$ cat src/rtl/dmem_addr_gen_if.sv
// Bus between the DMem request arbiter and the strided address generator.
// DMEM_ADDR_GEN_WRAP_CHECK_EN adds the sticky O_Wrap_Err flag.
interface dmem_addr_gen_if #(
    parameter int ADDR_WIDTH   = 16,
    parameter int STRIDE_WIDTH = 16
);
    logic                    I_Req;
    logic [1:0]              I_GrantNo;
    logic [ADDR_WIDTH-1:0]   I_Length;
    logic [STRIDE_WIDTH-1:0] I_Stride;
    logic [ADDR_WIDTH-1:0]   I_Base_Addr;
    logic                    I_Stall;
    logic [ADDR_WIDTH-1:0]   O_Addr;
    logic                    O_Valid;
    logic                    O_Term1;
    logic                    O_Term2;
    logic                    O_Term3;
    logic                    O_Busy;
    logic [ADDR_WIDTH-1:0]   O_Remain;
`ifdef DMEM_ADDR_GEN_WRAP_CHECK_EN
    logic                    O_Wrap_Err;
`endif

    modport master (
        output I_Req, I_GrantNo, I_Length, I_Stride, I_Base_Addr, I_Stall,
        input  O_Addr, O_Valid, O_Term1, O_Term2, O_Term3, O_Busy, O_Remain
`ifdef DMEM_ADDR_GEN_WRAP_CHECK_EN
        , input O_Wrap_Err
`endif
    );

    modport slave (
        input  I_Req, I_GrantNo, I_Length, I_Stride, I_Base_Addr, I_Stall,
        output O_Addr, O_Valid, O_Term1, O_Term2, O_Term3, O_Busy, O_Remain
`ifdef DMEM_ADDR_GEN_WRAP_CHECK_EN
        , output O_Wrap_Err
`endif
    );
endinterface

$ cat src/rtl/dmem_addr_gen.sv
// Strided DMem address generator: one address per unstalled cycle, Term pulse to the granted lane.
// Optional sticky wrap detection with DMEM_ADDR_GEN_WRAP_CHECK_EN.
module dmem_addr_gen #(
    parameter int ADDR_WIDTH   = 16,
    parameter int STRIDE_WIDTH = 16
) (
    input logic            clock,
    input logic            reset,
    dmem_addr_gen_if.slave bus
);
    typedef enum logic [1:0] {IDLE, RUN, WAIT} state_t;

    state_t                  state, state_nxt;
    logic [1:0]              lane;
    logic [ADDR_WIDTH-1:0]   addr, addr_nxt, remain;
    logic [STRIDE_WIDTH-1:0] stride;
    logic                    valid, term;

    // Request level carries no control meaning here.
    logic unused_req;
    assign unused_req = bus.I_Req;

`ifdef DMEM_ADDR_GEN_WRAP_CHECK_EN
    // Two spare bits above the wider operand catch both carry-out and borrow.
    localparam int EW = ((ADDR_WIDTH > STRIDE_WIDTH) ? ADDR_WIDTH : STRIDE_WIDTH) + 2;
    logic [EW-1:0] addr_ext, stride_ext, sum_ext;
    logic          wrap, wrap_err;
    assign addr_ext   = EW'(addr);
    assign stride_ext = EW'($signed(stride));
    assign sum_ext    = addr_ext + stride_ext;
    assign addr_nxt   = sum_ext[ADDR_WIDTH-1:0];
    assign wrap       = |sum_ext[EW-1:ADDR_WIDTH];
    assign bus.O_Wrap_Err = wrap_err;

    always_ff @(posedge clock) begin
        if (reset)
            wrap_err <= 1'b0;
        else if (valid && wrap)
            wrap_err <= 1'b1;
    end
`else
    assign addr_nxt = addr + ADDR_WIDTH'($signed(stride));
`endif

    always_comb begin
        state_nxt = state;
        valid     = 1'b0;
        term      = 1'b0;
        case (state)
            IDLE: if (bus.I_GrantNo != 2'd0) state_nxt = RUN;
            RUN: begin
                if (bus.I_GrantNo != lane) begin
                    state_nxt = IDLE;
                end else if (remain == '0) begin
                    term      = 1'b1;
                    state_nxt = WAIT;
                end else begin
                    valid = ~bus.I_Stall;
                    if (valid && remain == ADDR_WIDTH'(1)) begin
                        term      = 1'b1;
                        state_nxt = WAIT;
                    end
                end
            end
            // Hold here until the grant drops so a stale grant cannot relaunch.
            WAIT: if (bus.I_GrantNo == 2'd0) state_nxt = IDLE;
            default: state_nxt = IDLE;
        endcase
    end

    always_ff @(posedge clock) begin
        if (reset) begin
            state  <= IDLE;
            lane   <= 2'd0;
            addr   <= '0;
            stride <= '0;
            remain <= '0;
        end else begin
            state <= state_nxt;
            if (state == IDLE && bus.I_GrantNo != 2'd0) begin
                lane   <= bus.I_GrantNo;
                addr   <= bus.I_Base_Addr;
                stride <= bus.I_Stride;
                remain <= bus.I_Length;
            end else if (valid) begin
                addr   <= addr_nxt;
                remain <= remain - ADDR_WIDTH'(1);
            end
        end
    end

    assign bus.O_Addr   = addr;
    assign bus.O_Remain = remain;
    assign bus.O_Valid  = valid;
    assign bus.O_Busy   = (state != IDLE);
    assign bus.O_Term1  = term && (lane == 2'd1);
    assign bus.O_Term2  = term && (lane == 2'd2);
    assign bus.O_Term3  = term && (lane == 2'd3);
endmodule

$ cat src/flat_wrapper.sv
// flat-port wrapper written by rule: the top's interface ports become plain ports
module dmem_addr_gen_flat 
#(
    parameter int ADDR_WIDTH   = 16,
    parameter int STRIDE_WIDTH = 16
)
  (clock, reset, bus_I_Req, bus_I_GrantNo, bus_I_Length, bus_I_Stride, bus_I_Base_Addr, bus_I_Stall, bus_O_Addr, bus_O_Valid, bus_O_Term1, bus_O_Term2, bus_O_Term3, bus_O_Busy, bus_O_Remain);
  dmem_addr_gen_if #(.ADDR_WIDTH(ADDR_WIDTH), .STRIDE_WIDTH(STRIDE_WIDTH)) bus_i ();
  input logic clock;
  input logic reset;
  input wire logic [$bits(bus_i.I_Req)-1:0] bus_I_Req;
  input wire logic [$bits(bus_i.I_GrantNo)-1:0] bus_I_GrantNo;
  input wire logic [$bits(bus_i.I_Length)-1:0] bus_I_Length;
  input wire logic [$bits(bus_i.I_Stride)-1:0] bus_I_Stride;
  input wire logic [$bits(bus_i.I_Base_Addr)-1:0] bus_I_Base_Addr;
  input wire logic [$bits(bus_i.I_Stall)-1:0] bus_I_Stall;
  output wire logic [$bits(bus_i.O_Addr)-1:0] bus_O_Addr;
  output wire logic [$bits(bus_i.O_Valid)-1:0] bus_O_Valid;
  output wire logic [$bits(bus_i.O_Term1)-1:0] bus_O_Term1;
  output wire logic [$bits(bus_i.O_Term2)-1:0] bus_O_Term2;
  output wire logic [$bits(bus_i.O_Term3)-1:0] bus_O_Term3;
  output wire logic [$bits(bus_i.O_Busy)-1:0] bus_O_Busy;
  output wire logic [$bits(bus_i.O_Remain)-1:0] bus_O_Remain;
  assign bus_i.I_Req = bus_I_Req;
  assign bus_i.I_GrantNo = bus_I_GrantNo;
  assign bus_i.I_Length = bus_I_Length;
  assign bus_i.I_Stride = bus_I_Stride;
  assign bus_i.I_Base_Addr = bus_I_Base_Addr;
  assign bus_i.I_Stall = bus_I_Stall;
  assign bus_O_Addr = bus_i.O_Addr;
  assign bus_O_Valid = bus_i.O_Valid;
  assign bus_O_Term1 = bus_i.O_Term1;
  assign bus_O_Term2 = bus_i.O_Term2;
  assign bus_O_Term3 = bus_i.O_Term3;
  assign bus_O_Busy = bus_i.O_Busy;
  assign bus_O_Remain = bus_i.O_Remain;
  dmem_addr_gen #(.ADDR_WIDTH(ADDR_WIDTH), .STRIDE_WIDTH(STRIDE_WIDTH)) u_core (.clock(clock), .reset(reset), .bus(bus_i));
endmodule
$ cat config.mk
export PLATFORM = sky130hd
export DESIGN_NAME = dmem_addr_gen_flat
export DESIGN_NICKNAME = d
export VERILOG_FILES = /design/src/rtl/dmem_addr_gen_if.sv /design/src/rtl/dmem_addr_gen.sv /design/src/flat_wrapper.sv
export SDC_FILE = /design/constraint.sdc
export NUM_CORES = 1
export LEC_CHECK = 0
export ABC_CLOCK_PERIOD_IN_PS = 3450
export CAP_MARGIN = 25
export CORE_MARGIN = 2
export CORE_UTILIZATION = 50
export CTS_BUF_LIST = sky130_fd_sc_hd__clkbuf_8
export DETAILED_ROUTE_END_ITERATION = 16
export HOLD_SLACK_MARGIN = 0.06
export PLACE_DENSITY = 0.83
export SLEW_MARGIN = 10
export SYNTH_ARGS = -nofsm -noshare
export SYNTH_HDL_FRONTEND = slang
export SYNTH_SLANG_ARGS = --single-unit
export TNS_END_PERCENT = 10
$ cat constraint.sdc
create_clock -name clock -period 3.45 [get_ports clock]
set_input_delay 0.69 -clock clock [delete_from_list [all_inputs] [get_ports clock]]
set_output_delay 0.69 -clock clock [all_outputs]
set_load 0.01 [all_outputs]
# Word-level counts from Yosys, hierarchy flattened
# Index checks and enable logic that the tools add are counted.
word_totals:
  register_bits: 52
  word_cells: 47
  out_inout_bits: 37
op_classes:
  n_mux: 17
  n_bitwise: 1
  addsub: 2
  reduce_logical: 12
  eq_ne: 10
op_table:
  columns: ["op", "count"]
  rows:
  - ["$mux W16", 4]
  - ["$add A16 B16 Y16", 1]
  - ["$eq A16 B1 Y1 const B", 1]
  - ["$logic_not A16 Y1", 1]
  - ["$sub A16 B1 Y16 const B", 1]
  - ["$mux W2", 5]
  - ["$mux W1", 7]
  - ["$eq A2 B2 Y1 const B", 3]
  - ["$pmux W2 S3", 1]
  - ["$reduce_bool A2 Y1", 3]
  - ["$logic_and A1 B1 Y1", 5]
  - ["$eq A2 B1 Y1 const B", 2]
  - ["$logic_not A2 Y1", 2]
  - ["$ne A4 B1 Y1 const B", 1]
  - ["$reduce_and A3 Y1", 1]
  - ["$ne A2 B1 Y1 const B", 1]
  - ["$ne A2 B2 Y1", 1]
  - ["$ne A2 B2 Y1 const B", 1]
  - ["$not A1 Y1", 1]

# Logic depth before layout (Yosys ltp)
# Gate-level depths: netlist of the first run.
logic_depth:
  word_depth: 7
  depth_mapped: 11

# Worst setup path before layout of the first run
# Ideal clock, no wire load.
synth_path:
  path_type: "reg2out"
  start: "reg u_core.remain[2], in the netlist u_core.bus.O_Remain[2]"
  end: "out bus_O_Valid"
  arrival_time_ns: 2.572
  required_ns: 2.760
  path_buffers: 4
  path_stages_with_launch: 10
  slack_ns: 0.188
  path_cell_list: "dfxtp_1 or4_1 buf_2 or4_4 buf_6 or4_4 buf_6 nand2_8 inv_2 buf_2"
synth_between:
  elab_chain_cells: 4
synth_lines:
  columns: ["item", "line_no", "source"]
  rows:
  - ["start: declaration", "dmem_addr_gen.sv:15", "logic [ADDR_WIDTH-1:0] addr, addr_nxt, remain;"]
  - ["start signal: assignment", "dmem_addr_gen.sv:84", "remain <= bus.I_Length;"]
  - ["start signal: assignment", "dmem_addr_gen.sv:87", "remain <= remain - ADDR_WIDTH'(1);"]
  - ["$logic_not A16 Y1", "dmem_addr_gen.sv:54", "end else if (remain == '0) begin"]
  - ["$mux W1", "dmem_addr_gen.sv:54", null]
  - ["$mux W1", "dmem_addr_gen.sv:52", "if (bus.I_GrantNo != lane) begin"]
  - ["$mux W1", "dmem_addr_gen.sv:49", "case (state)"]
  - ["end: declaration", "flat_wrapper.sv:18", "output wire logic [$bits(bus_i.O_Valid)-1:0] bus_O_Valid;"]
# Every way passes these cells.

# Final worst setup path of the first run
layout_path:
  start: "reg u_core.remain[3], in the netlist u_core.bus.O_Remain[3]"
  end: "out bus_O_Term1"
layout_between:
  elab_chain_cells: 7
layout_lines:
  columns: ["item", "line_no", "source"]
  rows:
  - ["$eq A16 B1 Y1", "dmem_addr_gen.sv:59", "if (valid && remain == ADDR_WIDTH'(1)) begin"]
  - ["$logic_and A1 B1 Y1", "dmem_addr_gen.sv:59", null]
  - ["$mux W1", "dmem_addr_gen.sv:59", null]
  - ["$mux W1 *", "dmem_addr_gen.sv:54", null]
  - ["$mux W1 *", "dmem_addr_gen.sv:52", null]
  - ["$mux W1 *", "dmem_addr_gen.sv:49", null]
  - ["$logic_and A1 B1 Y1 *", "dmem_addr_gen.sv:96", "assign bus.O_Term1 = term && (lane == 2'd1);"]
  - ["end: declaration", "flat_wrapper.sv:19", "output wire logic [$bits(bus_i.O_Term1)-1:0] bus_O_Term1;"]
# Mark *: on every way between the ends. The rest lies on a longest branch, timed or not.

==> results.yml, run 1 <==
power_and_ir_drop:
  p_leak_nw: 1.74
  powerDensity_nw_per_um2: 379
  ir_drop_mv: 0.225
grt:
  antenna_found_initial: 0
  grt_use_total_pct: 23.7
  grt_pass1_wl_um: 14200
  grt_use_met3_pct: 4.13
  grt.busiest_layer: "met2"
  grt_overflow: 0
  grtUsageMet1_pct: 28.8
  met2_usage_pct: 42.2
  grt_pass1_vias: 3237
  grt_max_degree: 47
sta:
  finalHoldViolCount: 0
  fmax_mhz: 304
  fin_skew_ns: 0.00894
  setup_viol: 0
  worst_slew_pin_slew_ns: 0.678
  setup_tns_ns: 0
  slew_violations: 0
  max-slew-margin-rel_pct: 54.4
  final.min_clock_period_ns: 3.29
  fin_crit_sh_pct: 95.5
  rsz0062_at_grt: "no"
yosys:
  yosysTopAreaCell: "dfxtp_1"
  yosysUniqueCellTypes: 56
  syn-mean-instance-area_um2: 7.94
  yosysSeqAreaShare_pct: 32.0
  synth-async-reset-ratio_pct: 0
  synth_area_um2: 3260
  synth_flop_cell: "dfxtp_1"
  ys_warn_count: 0
  synth_top_area_share_pct: 32.0
  synth_edf_count: 0
  ys_ff_latch: 52
  syn-num-nets: 483
  synthTopCellsByCount: "nand2_1 (72), dfxtp_1 (52), nor2_1 (40), a21oi_1 (35), ha_1 (18)"
  yosysMostFrequentCell: "nand2_1"
  synth_area_leaders: "dfxtp_1 (32%), nand2_1 (8.3%), ha_1 (6.9%), a21oi_1 (5.4%), nor2_1 (4.6%)"
  netlist_instances: 410
placed_design:
  place_hpwl_um: 6270
  io_buffers: 89
  place_area_um2: 4240
  gp_congestion: 0.822
cells_and_area:
  fillCellCount: 530
  multi_input_area_um2: 2080
  syn2layout_area_growth_pct: 33.9
  diodes: 0
  regArea_um2: 1040
  final_cell_area_um2: 4360
  drive_above_1_share_pct: 8.63
  nNetsFinal: 570
drt:
  drt_iter0_drc: 171
  vias: 3349
  drtAntennaViolNets: 0
  first_pass_iters: 4
  routedWlPerCell_um: 14.8
  post_drt_via_cell_ratio: 5.82
  routed_wirelength_um: 8540
  drc: 0
critical_path:
  worstPathRequired_ns: 2.76
  worstSetupPathType: "reg2out"
  path_max_fanout: 7
  ff2ff_setup_slack_ns: 0.75
  arrival_ns: 2.60
  critPathCaptureType: "primary output"
  critPathLaunchType: "register"
cts:
  clkLatencyLatePin_ns: 0.31
  clockBufferDepth: 2
  htreeDepth: 2
  cts-buffers-inserted: 5
  tritoncts: "yes"
  clock_sinks: 52
  cts_root_buf: "clkbuf_8"
  clk_pin_slew_ns: 0.10
floorplan:
  die_area_um2: 7170
  rows: 29
  core_region_area_um2: 6310
  chipHeight_um: 84.7
  ios: 91
  start_util_pct: 51.6
  die_width_um: 84.7
outcome:
  status: "finished, final reports clean"
job:
  cap_violations: 0
hold_path:
  hold_class: "reg2reg"
layout make-up:
| cell class | instances | share of cell area (%) |
|---|---|---|
| Clock buffer | 5 | 1.58 |
| Sequential cell | 52 | 23.9 |
| Timing Repair Buffer | 103 | 22.8 |
| Inverter | 11 | 0.947 |
| Clock inverter | 3 | 0.890 |
| Multi-Input combinational cell | 324 | 47.7 |
| Tap cell | 77 | 2.21 |
kinds of logic (layout without fill, tap and decap cells):
logic type	count (synthesis)	after routing	synth area share [%]
adders and majority gates	19	19	7.53
buffers and inverters	34	122	4.92
AOI/OAI and AO/OA	101	101	22.2
muxes	1	1	0.307
xor gates and xnor gates	23	23	6.19
and+or+nand+nor	180	180	26.9
DFF	52	52	32.0
layer usage:
layer,vias to the layer above,wire length (µm),part of all wire (%)
met2,112,4240,50
li1,1655,-,-
met3,16,440,5.2
met1,1566,3710,43
met4,0,149,1.7
met5,-,0,0
per-stage QoR:
step	total power [mW]	setup slack (ns)	hold WS [ns]	cells	util (%)
6_report	1.65	0.155	0.466	575	69.0
5_1_grt	1.75	0.0233	0.488	575	69.0
4_1_cts	1.65	0.0384	0.466	575	68.9
3_5_place_dp	1.24	0.103	0.453	567	67.1
3_3_place_gp	1.22	0.125	0.452	567	67.1
2_1_floorplan	1.02	0.188	0.440	410	-
critical path: stages (launching register included):
cell	delay, ns
dfxtp_1	0.35
or4_4	0.54
or4_4	0.49
nor2_4	0.14
nand4_1	0.13
nor2_1	0.11
clkdlybuf4s50_1	0.53
worst paths after layout:
path | startpoint | to | depth (start not counted)
max | u_core.bus.O_Remain[3]$_SDFFE_PP0P_ | bus_O_Term1 | 6
min | u_core.stride[11]$_SDFFE_PP0P_ | u_core.stride[11]$_SDFFE_PP0P_ | 2
max reg2reg | u_core.bus.O_Remain[3]$_SDFFE_PP0P_ | u_core.bus.O_Addr[1]$_SDFFE_PP0P_ | 7
min reg2reg | u_core.stride[11]$_SDFFE_PP0P_ | u_core.stride[11]$_SDFFE_PP0P_ | 2
placed cells by master (no fill, tap or decap), types with 4 or more instances in the layout:
cell type / n
ha_1: 18
inv_1: 10
nand3_1: 10
a311oi_2: 6
nor4_1: 4
nor3_1: 10
and3_1: 5
a21oi_1: 35
xnor2_1: 11
nand2_1: 72
nand4_1: 11
or3_1: 4
xor2_1: 12
buf_4: 14
clkbuf_8: 5
dfxtp_1: 52
a211oi_1: 17
o31ai_1: 4
a21o_1: 6
nor2_1: 38
clkdlybuf4s50_1: 86
a31oi_1: 8
state kept, by name (all words and copies together), names as in the netlist:
name / count
u_core.bus.O_Addr: 16
u_core.stride: 16
u_core.lane: 2
u_core.state: 2
u_core.bus.O_Remain: 16
what timing repair did:
action | 4_1_cts | 5_1_grt
setup endpoints to repair | 4 | 3
buffers inserted | 0 | 0
gates cloned | 0 | 0
pin swaps | 2 | 0
resized for setup | 3 | 2
hold buffers | 0 | 0
power by group:
group,switching (mW),internal (mW)
clock,0.206,0.213
combinational,0.264,0.260
sequential,0.0521,0.655
No activity file was read; power rests on OpenSTA's default activity.
==> inputs of run 2 (changes only) <==
--- a/config.mk
+++ b/config.mk
@@ -7,12 +7,14 @@
 export LEC_CHECK = 0
 export ABC_CLOCK_PERIOD_IN_PS = 3450
 export CAP_MARGIN = 25
+export CELL_PAD_IN_SITES_DETAIL_PLACEMENT = 1
+export CELL_PAD_IN_SITES_GLOBAL_PLACEMENT = 2
 export CORE_MARGIN = 2
-export CORE_UTILIZATION = 50
+export CORE_UTILIZATION = 28
 export CTS_BUF_LIST = sky130_fd_sc_hd__clkbuf_8
 export DETAILED_ROUTE_END_ITERATION = 16
 export HOLD_SLACK_MARGIN = 0.06
-export PLACE_DENSITY = 0.83
+export PLACE_DENSITY_LB_ADDON = 0.1
 export SLEW_MARGIN = 10
 export SYNTH_ARGS = -nofsm -noshare
 export SYNTH_HDL_FRONTEND = slang
==> run 2 against run 1 <==
- worst setup slack got worse by 0.011 ns
- die area rose by 74%
- non-clock buffer count rose by 4
- clock-buffer cell count did not move
- via count fell by 2.1%
==> results.yml, run 2 (synthesized netlist as in run 1, its figures left out) <==
critical_path:
  critPathCaptureType: "primary output"
  crit_buf_inv: 2
  arrival_ns: 2.62
  crit_path_max_incr_delay_ns: 0.56
  crit_slowest_cell: "or4_1"
  worstPathRequired_ns: 2.76
  critPathLaunchType: "register"
  worstSetupPathType: "reg2out"
  path_cells: "or4_1 -> or4_4 -> or4_4 -> nand2_8 -> inv_2 -> dlygate4sd2_1"
  path_max_fanout: 7
  crit_family: "simple AND/OR/NAND/NOR gates"
  cpMostUsedCell: "or4_4"
drt:
  first_pass_iters: 4
  post_drt_via_cell_ratio: 5.08
  drtAntennaViolNets: 0
  routedWlPerCell_um: 15.8
  drt_iter0_drc: 100
  routed_wirelength_um: 10200
  vias: 3279
  drc: 0
sta:
  finalHoldViolCount: 0
  fmax_mhz: 303
  slew_violations: 0
  setup_tns_ns: 0
  setup_viol: 0
  fin_skew_ns: 0.0122
  max-slew-margin-rel_pct: 50.4
  whs_ns: 0.469
  fin_crit_sh_pct: 95.8
  rsz0062_at_grt: "no"
  worst_slew_pin_slew_ns: 0.738
  final.min_clock_period_ns: 3.31
cts:
  clockBufferDepth: 2
  cts_hold_repair.buffers: 0
  tritoncts: "yes"
  clock_sinks: 52
  cts-buffers-inserted: 5
  clkLatencyLatePin_ns: 0.32
  clk_pin_slew_ns: 0.11
  cts_root_buf: "clkbuf_8"
  htreeDepth: 2
outcome:
  status: "finished, final reports clean"
power_and_ir_drop:
  ir_drop_mv: 0.159
  powerDensity_nw_per_um2: 376
  p_leak_nw: 1.81
placed_design:
  place_hpwl_um: 7650
  io_buffers: 89
  gp_congestion: 0.823
floorplan:
  ios: 91
  die_width_um: 112
  core_region_area_um2: 11400
  chipHeight_um: 112
  start_util_pct: 28.6
  die_area_um2: 12500
  rows: 39
grt:
  antenna_found_initial: 0
  grt_use_total_pct: 16.9
  grt_pass1_vias: 3555
  grt_max_degree: 37
  grt_overflow: 0
  grt_pass1_wl_um: 17600
cells_and_area:
  diodes: 0
  syn2layout_area_growth_pct: 38.6
  drive_above_1_share_pct: 9.36
  final_cell_mix: "clkdlybuf4s50_1 (84), nand2_1 (72), dfxtp_1 (52), nor2_1 (38), a21oi_1 (35)"
  final_common_cell: "clkdlybuf4s50_1"
  nNetsFinal: 574
hold_path:
  hold_class: "reg2reg"
job:
  cap_violations: 0
## run 2: cell count changes in the layout (fill, tap and decap cells not counted)
cell	change
dlymetal6s2s_1	+2
or4_1	+1
or4_4	-1
buf_12	+3
buf_4	+1
inv_1	-1
clkinvlp_4	+1
clkdlybuf4s50_1	-2
## run 2: tightest hold or removal path: cells and delay by family (launching register included)
kind / cells / cell delay (ns)
simple gates: 1 / 0.05
flops: 1 / 0.32
compound gates: 1 / 0.05
## run 2: worst paths after layout
path,cells after the start,slack (ns),to,startpoint
worst max-delay path,6,0.14,bus_O_Valid,u_core.bus.O_Remain[2]$_SDFFE_PP0P_
worst max register to register,7,0.76,u_core.bus.O_Addr[14]$_SDFFE_PP0P_,u_core.bus.O_Remain[2]$_SDFFE_PP0P_
worst min register to register,2,0.47,u_core.stride[8]$_SDFFE_PP0P_,u_core.stride[8]$_SDFFE_PP0P_
worst min-delay path,2,0.47,u_core.stride[8]$_SDFFE_PP0P_,u_core.stride[8]$_SDFFE_PP0P_
## run 2: timing repair
| item | CTS | global route |
|---|---|---|
| buffers inserted | 0 | 0 |
| pin swaps | 1 | 1 |
| setup endpoints to repair | 4 | 3 |
| resized for setup | 2 | 4 |
| gates cloned | 0 | 0 |
## run 2: through the flow
step	setup slack (ns)	instance area (µm²)	util, %	cells	power, mW
after floorplan	0.188	3260	-	410	1.02
after global placement	0.0878	4390	38.6	637	1.27
after detailed placement	0.0728	4390	38.6	637	1.28
after CTS	0.0161	4500	39.6	645	1.73
after global routing	0.0623	4510	39.7	645	1.82
final	0.144	4510	39.7	645	1.70
## run 2: cell type report
class	instances	area, µm²
repair buffers	107	1060
fillers	1407	6860
clock inverters	3	42.5
multi-input cells	324	2080
flip-flops and latches	52	1040
clock buffers	5	68.8
inverters	11	41.3
well taps	143	179
## run 2: power breakdown
group / switching (mW) / internal, mW
Combinational: 0.275 / 0.275
Sequential: 0.0515 / 0.655
Clock: 0.227 / 0.215
Total: 0.553 / 1.15
## run 2: per-layer routing
layer	global-route usage, %	part of all wire [%]
met1	21.0	45
met2	30.4	50
met3	2.89	3.6
met4	4.12	1.3
met5	0	0
